$ cat src/rtl/firmware_config_pkg.sv
`default_nettype none
// ============================================================================
//  Module      : firmware_config_pkg
//  Description : Shared types and constants for the firmware config sequencer
//                and the pipeline blocks that decode the configId bus.
//  Revision    : 1.0  initial release
// ============================================================================
package firmware_config_pkg;

    // configId value that means "no write on the bus this cycle"
    localparam logic [7:0] IDLE_ID = 8'h00;

    typedef enum logic [2:0] {
        IDLE    = 3'd0,
        QUIESCE = 3'd1,
        DRAIN   = 3'd2,
        APPLY   = 3'd3,
        RESUME  = 3'd4
    } state_t;

    typedef struct packed {
        logic [7:0] id;
        logic [7:0] data;
    } cfg_entry_t;

endpackage : firmware_config_pkg
`default_nettype wire

$ cat src/rtl/config_fifo.sv
`default_nettype none
// ============================================================================
//  Module      : config_fifo
//  Description : Buffer for host config writes. Head entry is visible
//                combinationally on dout_o; full/empty come from the
//                registered count so a pop never frees space in its own cycle.
//  Revision    : 1.0  initial release
// ============================================================================
module config_fifo
    import firmware_config_pkg::*;
#(
    parameter int DEPTH = 16
) (
    input  logic                     clk,
    input  logic                     rst_n,
    input  logic                     push_i,
    input  cfg_entry_t               din_i,
    input  logic                     pop_i,
    output cfg_entry_t               dout_o,
    output logic                     full_o,
    output logic                     empty_o,
    output logic [$clog2(DEPTH):0]   count_o
);

    localparam int AW = $clog2(DEPTH);
    localparam int CW = AW + 1;

    logic [AW-1:0] wr_ptr_q;
    logic [AW-1:0] rd_ptr_q;
    logic [CW-1:0] count_q;
    cfg_entry_t    mem_q [DEPTH];

    logic          push_ok;
    logic          pop_ok;

    assign full_o  = (count_q == CW'(DEPTH));
    assign empty_o = (count_q == '0);
    assign count_o = count_q;
    assign dout_o  = mem_q[rd_ptr_q];

    assign push_ok = push_i && !full_o;
    assign pop_ok  = pop_i  && !empty_o;

    // Pointer and occupancy bookkeeping; pointers wrap naturally at DEPTH
    always_ff @(posedge clk or negedge rst_n) begin
        if (!rst_n) begin
            wr_ptr_q <= '0;
            rd_ptr_q <= '0;
            count_q  <= '0;
        end else begin
            if (push_ok) wr_ptr_q <= wr_ptr_q + AW'(1);
            if (pop_ok)  rd_ptr_q <= rd_ptr_q + AW'(1);
            case ({push_ok, pop_ok})
                2'b10:   count_q <= count_q + CW'(1);
                2'b01:   count_q <= count_q - CW'(1);
                default: count_q <= count_q;
            endcase
        end
    end

    // Storage array; contents are don't-care while the entry is not counted
    always_ff @(posedge clk) begin
        if (push_ok) mem_q[wr_ptr_q] <= din_i;
    end

endmodule : config_fifo
`default_nettype wire

$ cat src/rtl/firmware_config_sequencer.sv
`default_nettype none
// ============================================================================
//  Module      : firmware_config_sequencer
//  Description : Buffers host config writes and, on commit, drops tracing,
//                waits for the pipeline to drain, replays the writes one per
//                cycle on the configId/configData bus, then restores tracing.
//  Revision    : 1.0  initial release
// ============================================================================
module firmware_config_sequencer #(
    parameter int         FIFO_DEPTH   = 16,
    parameter int         DRAIN_CYCLES = 4,
    parameter logic [7:0] IDLE_ID      = firmware_config_pkg::IDLE_ID
) (
    input  logic       clk,
    input  logic       rst_n,
    input  logic       host_valid,
    output logic       host_ready,
    input  logic [7:0] host_config_id,
    input  logic [7:0] host_config_data,
    input  logic       host_commit,
    input  logic       tracing_req,
    input  logic       pipe_valid,
    output logic       tracing,
    output logic [7:0] configId,
    output logic [7:0] configData,
    output logic       busy,
    output logic       commit_done,
    output logic       overflow
);

    import firmware_config_pkg::*;

    localparam int                CNT_W    = (DRAIN_CYCLES > 1) ? $clog2(DRAIN_CYCLES) : 1;
    localparam logic [CNT_W-1:0]  CNT_LOAD = CNT_W'(DRAIN_CYCLES - 1);
    localparam int                FCW      = $clog2(FIFO_DEPTH) + 1;

    state_t           state_q, state_d;
    logic [CNT_W-1:0] cnt_q, cnt_d;
    logic             resume_q, resume_d;
    logic             tracing_q, tracing_d;
    logic [7:0]       cfg_id_q, cfg_id_d;
    logic [7:0]       cfg_data_q, cfg_data_d;
    logic             done_q, done_d;
    logic             overflow_q, overflow_d;

    logic             fifo_push;
    logic             fifo_pop;
    logic             fifo_full;
    logic             fifo_empty;
    logic [FCW-1:0]   fifo_count;
    cfg_entry_t       fifo_din;
    cfg_entry_t       fifo_dout;

    // Writes addressed to the idle id would be invisible on the bus, so they
    // are accepted from the host but never stored.
    assign host_ready = !fifo_full;
    assign fifo_push  = host_valid && host_ready && (host_config_id != IDLE_ID);
    assign fifo_din   = '{id: host_config_id, data: host_config_data};

    config_fifo #(
        .DEPTH (FIFO_DEPTH)
    ) u_fifo (
        .clk     (clk),
        .rst_n   (rst_n),
        .push_i  (fifo_push),
        .din_i   (fifo_din),
        .pop_i   (fifo_pop),
        .dout_o  (fifo_dout),
        .full_o  (fifo_full),
        .empty_o (fifo_empty),
        .count_o (fifo_count)
    );

    // Sequencer next-state, drain counter and registered-output values
    always_comb begin
        state_d    = state_q;
        cnt_d      = cnt_q;
        resume_d   = resume_q;
        tracing_d  = tracing_q;
        cfg_id_d   = IDLE_ID;
        cfg_data_d = 8'h00;
        done_d     = 1'b0;
        overflow_d = overflow_q;
        fifo_pop   = 1'b0;

        if (host_commit && (state_q != IDLE)) overflow_d = 1'b1;

        case (state_q)
            IDLE: begin
                tracing_d = tracing_req;
                if (host_commit) begin
                    if (fifo_count == '0) begin
                        done_d = 1'b1;
                    end else begin
                        // Drop tracing on the very next cycle, not after QUIESCE
                        tracing_d = 1'b0;
                        resume_d  = tracing_req;
                        state_d   = QUIESCE;
                    end
                end
            end
            QUIESCE: begin
                tracing_d = 1'b0;
                cnt_d     = CNT_LOAD;
                state_d   = DRAIN;
            end
            DRAIN: begin
                tracing_d = 1'b0;
                if (pipe_valid)          cnt_d   = CNT_LOAD;
                else if (cnt_q == '0)    state_d = APPLY;
                else                     cnt_d   = cnt_q - CNT_W'(1);
            end
            APPLY: begin
                tracing_d = 1'b0;
                if (!fifo_empty) begin
                    fifo_pop   = 1'b1;
                    cfg_id_d   = fifo_dout.id;
                    cfg_data_d = fifo_dout.data;
                end else begin
                    state_d = RESUME;
                end
            end
            RESUME: begin
                tracing_d = resume_q && tracing_req;
                done_d    = 1'b1;
                state_d   = IDLE;
            end
            default: begin
                tracing_d = 1'b0;
                state_d   = IDLE;
            end
        endcase
    end

    // State and output registers
    always_ff @(posedge clk or negedge rst_n) begin
        if (!rst_n) begin
            state_q    <= IDLE;
            cnt_q      <= '0;
            resume_q   <= 1'b0;
            tracing_q  <= 1'b0;
            cfg_id_q   <= IDLE_ID;
            cfg_data_q <= 8'h00;
            done_q     <= 1'b0;
            overflow_q <= 1'b0;
        end else begin
            state_q    <= state_d;
            cnt_q      <= cnt_d;
            resume_q   <= resume_d;
            tracing_q  <= tracing_d;
            cfg_id_q   <= cfg_id_d;
            cfg_data_q <= cfg_data_d;
            done_q     <= done_d;
            overflow_q <= overflow_d;
        end
    end

    assign tracing     = tracing_q;
    assign configId    = cfg_id_q;
    assign configData  = cfg_data_q;
    assign busy        = (state_q != IDLE);
    assign commit_done = done_q;
    assign overflow    = overflow_q;

endmodule : firmware_config_sequencer
`default_nettype wire

$ cat config.mk
export PLATFORM = sky130hd
export DESIGN_NAME = firmware_config_sequencer
export DESIGN_NICKNAME = d
export VERILOG_FILES = /design/src/rtl/firmware_config_pkg.sv /design/src/rtl/config_fifo.sv /design/src/rtl/firmware_config_sequencer.sv
export SDC_FILE = /design/constraint.sdc
export NUM_CORES = 1
export LEC_CHECK = 0
export CAP_MARGIN = 30
export CELL_PAD_IN_SITES_DETAIL_PLACEMENT = 2
export CELL_PAD_IN_SITES_GLOBAL_PLACEMENT = 2
export CORE_MARGIN = 4
export CORE_UTILIZATION = 35
export CTS_BUF_LIST = sky130_fd_sc_hd__clkbuf_4
export CTS_CLUSTER_DIAMETER = 120
export DETAILED_ROUTE_END_ITERATION = 7
export GPL_ROUTABILITY_DRIVEN = 0
export PLACE_DENSITY_LB_ADDON = 0.2
export SYNTH_ARGS = -nofsm -noshare
export SYNTH_HDL_FRONTEND = slang
export SYNTH_SLANG_ARGS = --single-unit
$ cat constraint.sdc
create_clock -name clk -period 8 [get_ports clk]
set_clock_uncertainty 0.15 [all_clocks]
set_input_delay 1.2 -clock clk [delete_from_list [all_inputs] [get_ports clk]]
set_output_delay 1.2 -clock clk [all_outputs]
set_load 0.01 [all_outputs]
==> reports/summary.txt <==
Synth cell types = 43
Cells resized by post-CTS repair = 0
Top-count cell post-synth = edfxtp_1
1st-iter DRT viols = 395
DRC = 0
R2r endpoint = u_fifo.count_o[4]
Nets = 699
CTS root buffer = clkbuf_4
Largest net degree at the start of global routing = 40
Post-Syn Area = 11,500 µm²
Initial Utilization = 35.9%
Fin Setup TNS = 0 ns
Die X = 189 µm
Final hold violations = 0
CP startpoint kind = input pin
CP Capture Type = flop
Post-route cell area = 13,600 µm²
Post-synth ARST share = 12.9%
Fraction of layout cells with a size suffix above 1 = 34.4%
Sink Count = 294
R2R Setup Slk = 4.68 ns
Setup WS post-layout = 3.82 ns
RSZ-0062 raised after global routing = false
Tot GR Track Use = 16.2%
Grt ovf = 0
Seq/Total Area, Yosys = 75.4%
Max stage delay on crit path = 0.70 ns
Commonest cells post-synth = edfxtp_1, mux4_2, dfrtp_1
Type of the worst min-delay path = reg2reg
Hold WS = 0.306 ns
CTS Buffer Depth = 3
Critical path type = in2reg
Worst-Margin Slew = 0.970 ns
Slew headroom = 35.3%
Status = finished clean
Fillcell total = 3,012
Crit path time final = 4.18 ns
1st-pass router iterations = 4
Syn_area_per_cell = 20.9 µm²
First-pass GRT wire length = 43,200 µm
Critical path arrival = 4.55 ns
Power per Cell Area = 347 nW/µm²
Hold Path Sink = overflow
Hold Crit Depth = 1
Num CTS Buffers = 80
Post-route ant nets = 0
Post-cts hold buffer count = 0
Syn Nets = 579
Ys Warns = 0
Via count = 5,832
DP Wirelength = 16,400 µm
Post-DP Area = 12,600 µm²
I/O Buffers = 42
Mux share of post-synthesis cell area = 15.8%
Row cnt = 65
Worst reg2reg path startpoint = u_fifo.count_o[1]
Dominant cells by area after synthesis = edfxtp_1, mux4_2, dfrtp_1
Req. time, crit path = 8.37 ns
Number of setup buffers added after CTS = 0
Max IR drop VDD = 208 µV
Adder-cell share of the synthesized area = 0.983%
Antenna violations before repair = 1
MaxCap Viol Count = 0
Number of synthesized flops with an enable pin = 256
Final Cycle Share = 52.3%
CP delay by family, top = simple AND/OR/NAND/NOR gates
DR vias/cell = 4.99
Slowest-stage cell, CP = clkdlybuf4s50_1
I/O Pins = 43
Complex-gate fraction of the synthesized area = 2.40%
CP cell instances = clkdlybuf4s50_1 > or4_1 > o221a_1 > inv_6 > ha_1 > xor2_1 > ha_1 > a21oi_1 > nor4b_1 > a21oi_1 > xnor2_1
#FFs+latches synth = 294
Total Wirelength = 28,200 µm
Dpl ws = 3.11 ns
Clock insertion delay at the later pin of the skew report = 0.68 ns
Xor/xnor share of the synthesized area = 0.994%
Mapped Cells = 548
Path depth of the worst reg2reg path = 10
Syn-to-layout area delta = 19.1%
Largest family of logic cells by synthesized area = multiplexers
Top_reg_cell synth = edfxtp_1
CP bufs+invs = 2
Final setup fails = 0
Simple-Gate Fraction of Synth Area = 2.69%
Htree depth = 3
Hold_sp = overflow
Peak Freq = 239 MHz
Vias in the first global route = 6,777
Core area = 31,900 µm²
Max Slew Vio Count = 0
DR WL/cell = 24.1 µm
Synth area leader = edfxtp_1
Chip height = 189 µm
LEAKAGE = 4.59 nW
CTS tree = yes
DIE AREA = 35,700 µm²
Crit Path Max Fanout = 17
Share of the synthesized area in the top cell type = 67.1%
Clock slew at reported path FFs = 0.06 ns
==> through the flow <==
stage | power (mW) | cells | util (%)
3_3_place_gp | 3.36 | 1011 | 39.0
2_1_floorplan | 2.93 | 548 | -
6_report | 4.73 | 1168 | 42.8
5_1_grt | 5.03 | 1168 | 42.8
4_1_cts | 4.83 | 1165 | 42.7
3_5_place_dp | 3.45 | 1019 | 39.4
==> cell type report <==
type,instances,area [µm²],share of cell area (%)
Clock inverter,28,144,1.06
Sequential cell,294,8640,63.4
Antenna cell,1,2.50,0.0183
Clock buffer,118,886,6.50
Timing Repair Buffer,66,688,5.05
Tap cell,435,544,3.99
Inverter,12,50.0,0.367
Multi-Input combinational cell,214,2680,19.6
==> flip-flops by register name (all words and copies together) (netlist names) <==
| name | cells |
|---|---|
| u_fifo.mem_q | 256 |
| configData | 8 |
| configId | 8 |
| u_fifo.count_o | 5 |
| u_fifo.rd_ptr_q | 4 |
| u_fifo.wr_ptr_q | 4 |
| state_q | 3 |
| cnt_q | 2 |
| commit_done | 1 |
| overflow | 1 |
| resume_q | 1 |
| tracing | 1 |
==> per-layer routing <==
metal / global-route usage, % / up-vias / part of all wire, %
met4: 5.18 / 0 / 2.2
li1: - / 2533 / -
met1: 21.1 / 3126 / 44
met3: 3.69 / 54 / 3.8
met5: 0 / - / 0
met2: 27.1 / 119 / 50
==> worst max-delay path by stage <==
stage | start | end | slack (ns) | cells past startpoint
after floorplan | host_config_id[4] | u_fifo.mem_q[1][0] | 4.21 | 5
after global placement | host_config_id[5] | u_fifo.count_o[4] | 3.38 | 11
after CTS | host_config_id[5] | u_fifo.count_o[4] | 3.81 | 11
final | host_config_id[5] | u_fifo.count_o[4] | 3.82 | 11
after global routing | host_config_id[5] | u_fifo.count_o[4] | 3.57 | 11
after detailed placement | host_config_id[4] | u_fifo.count_o[4] | 3.11 | 11
==> report_power, final <==
part	total, mW	internal [mW]	switching (mW)
logic	1.36	0.663	0.693
registers	2.04	1.89	0.144
clock network	1.34	0.712	0.626
total	4.73	3.27	1.46
==> cells by family after synthesis <==
group / count (synthesis)
flops: 294
mux: 99
simple gates: 55
buf+inv: 40
compound gates: 38
xor+xnor: 13
fa+ha+maj: 9
==> cell usage in the layout (no fill, tap or decap), types with 14 or more instances in the layout <==
master / count
clkbuf_4: 118
mux4_2: 64
clkinv_1: 19
mux2i_1: 17
dfrtp_1: 35
buf_4: 14
mux2_2: 18
o2bb2ai_1: 16
clkdlybuf4s50_1: 41
edfxtp_1: 256
No activity file was read; power rests on OpenSTA's default activity.
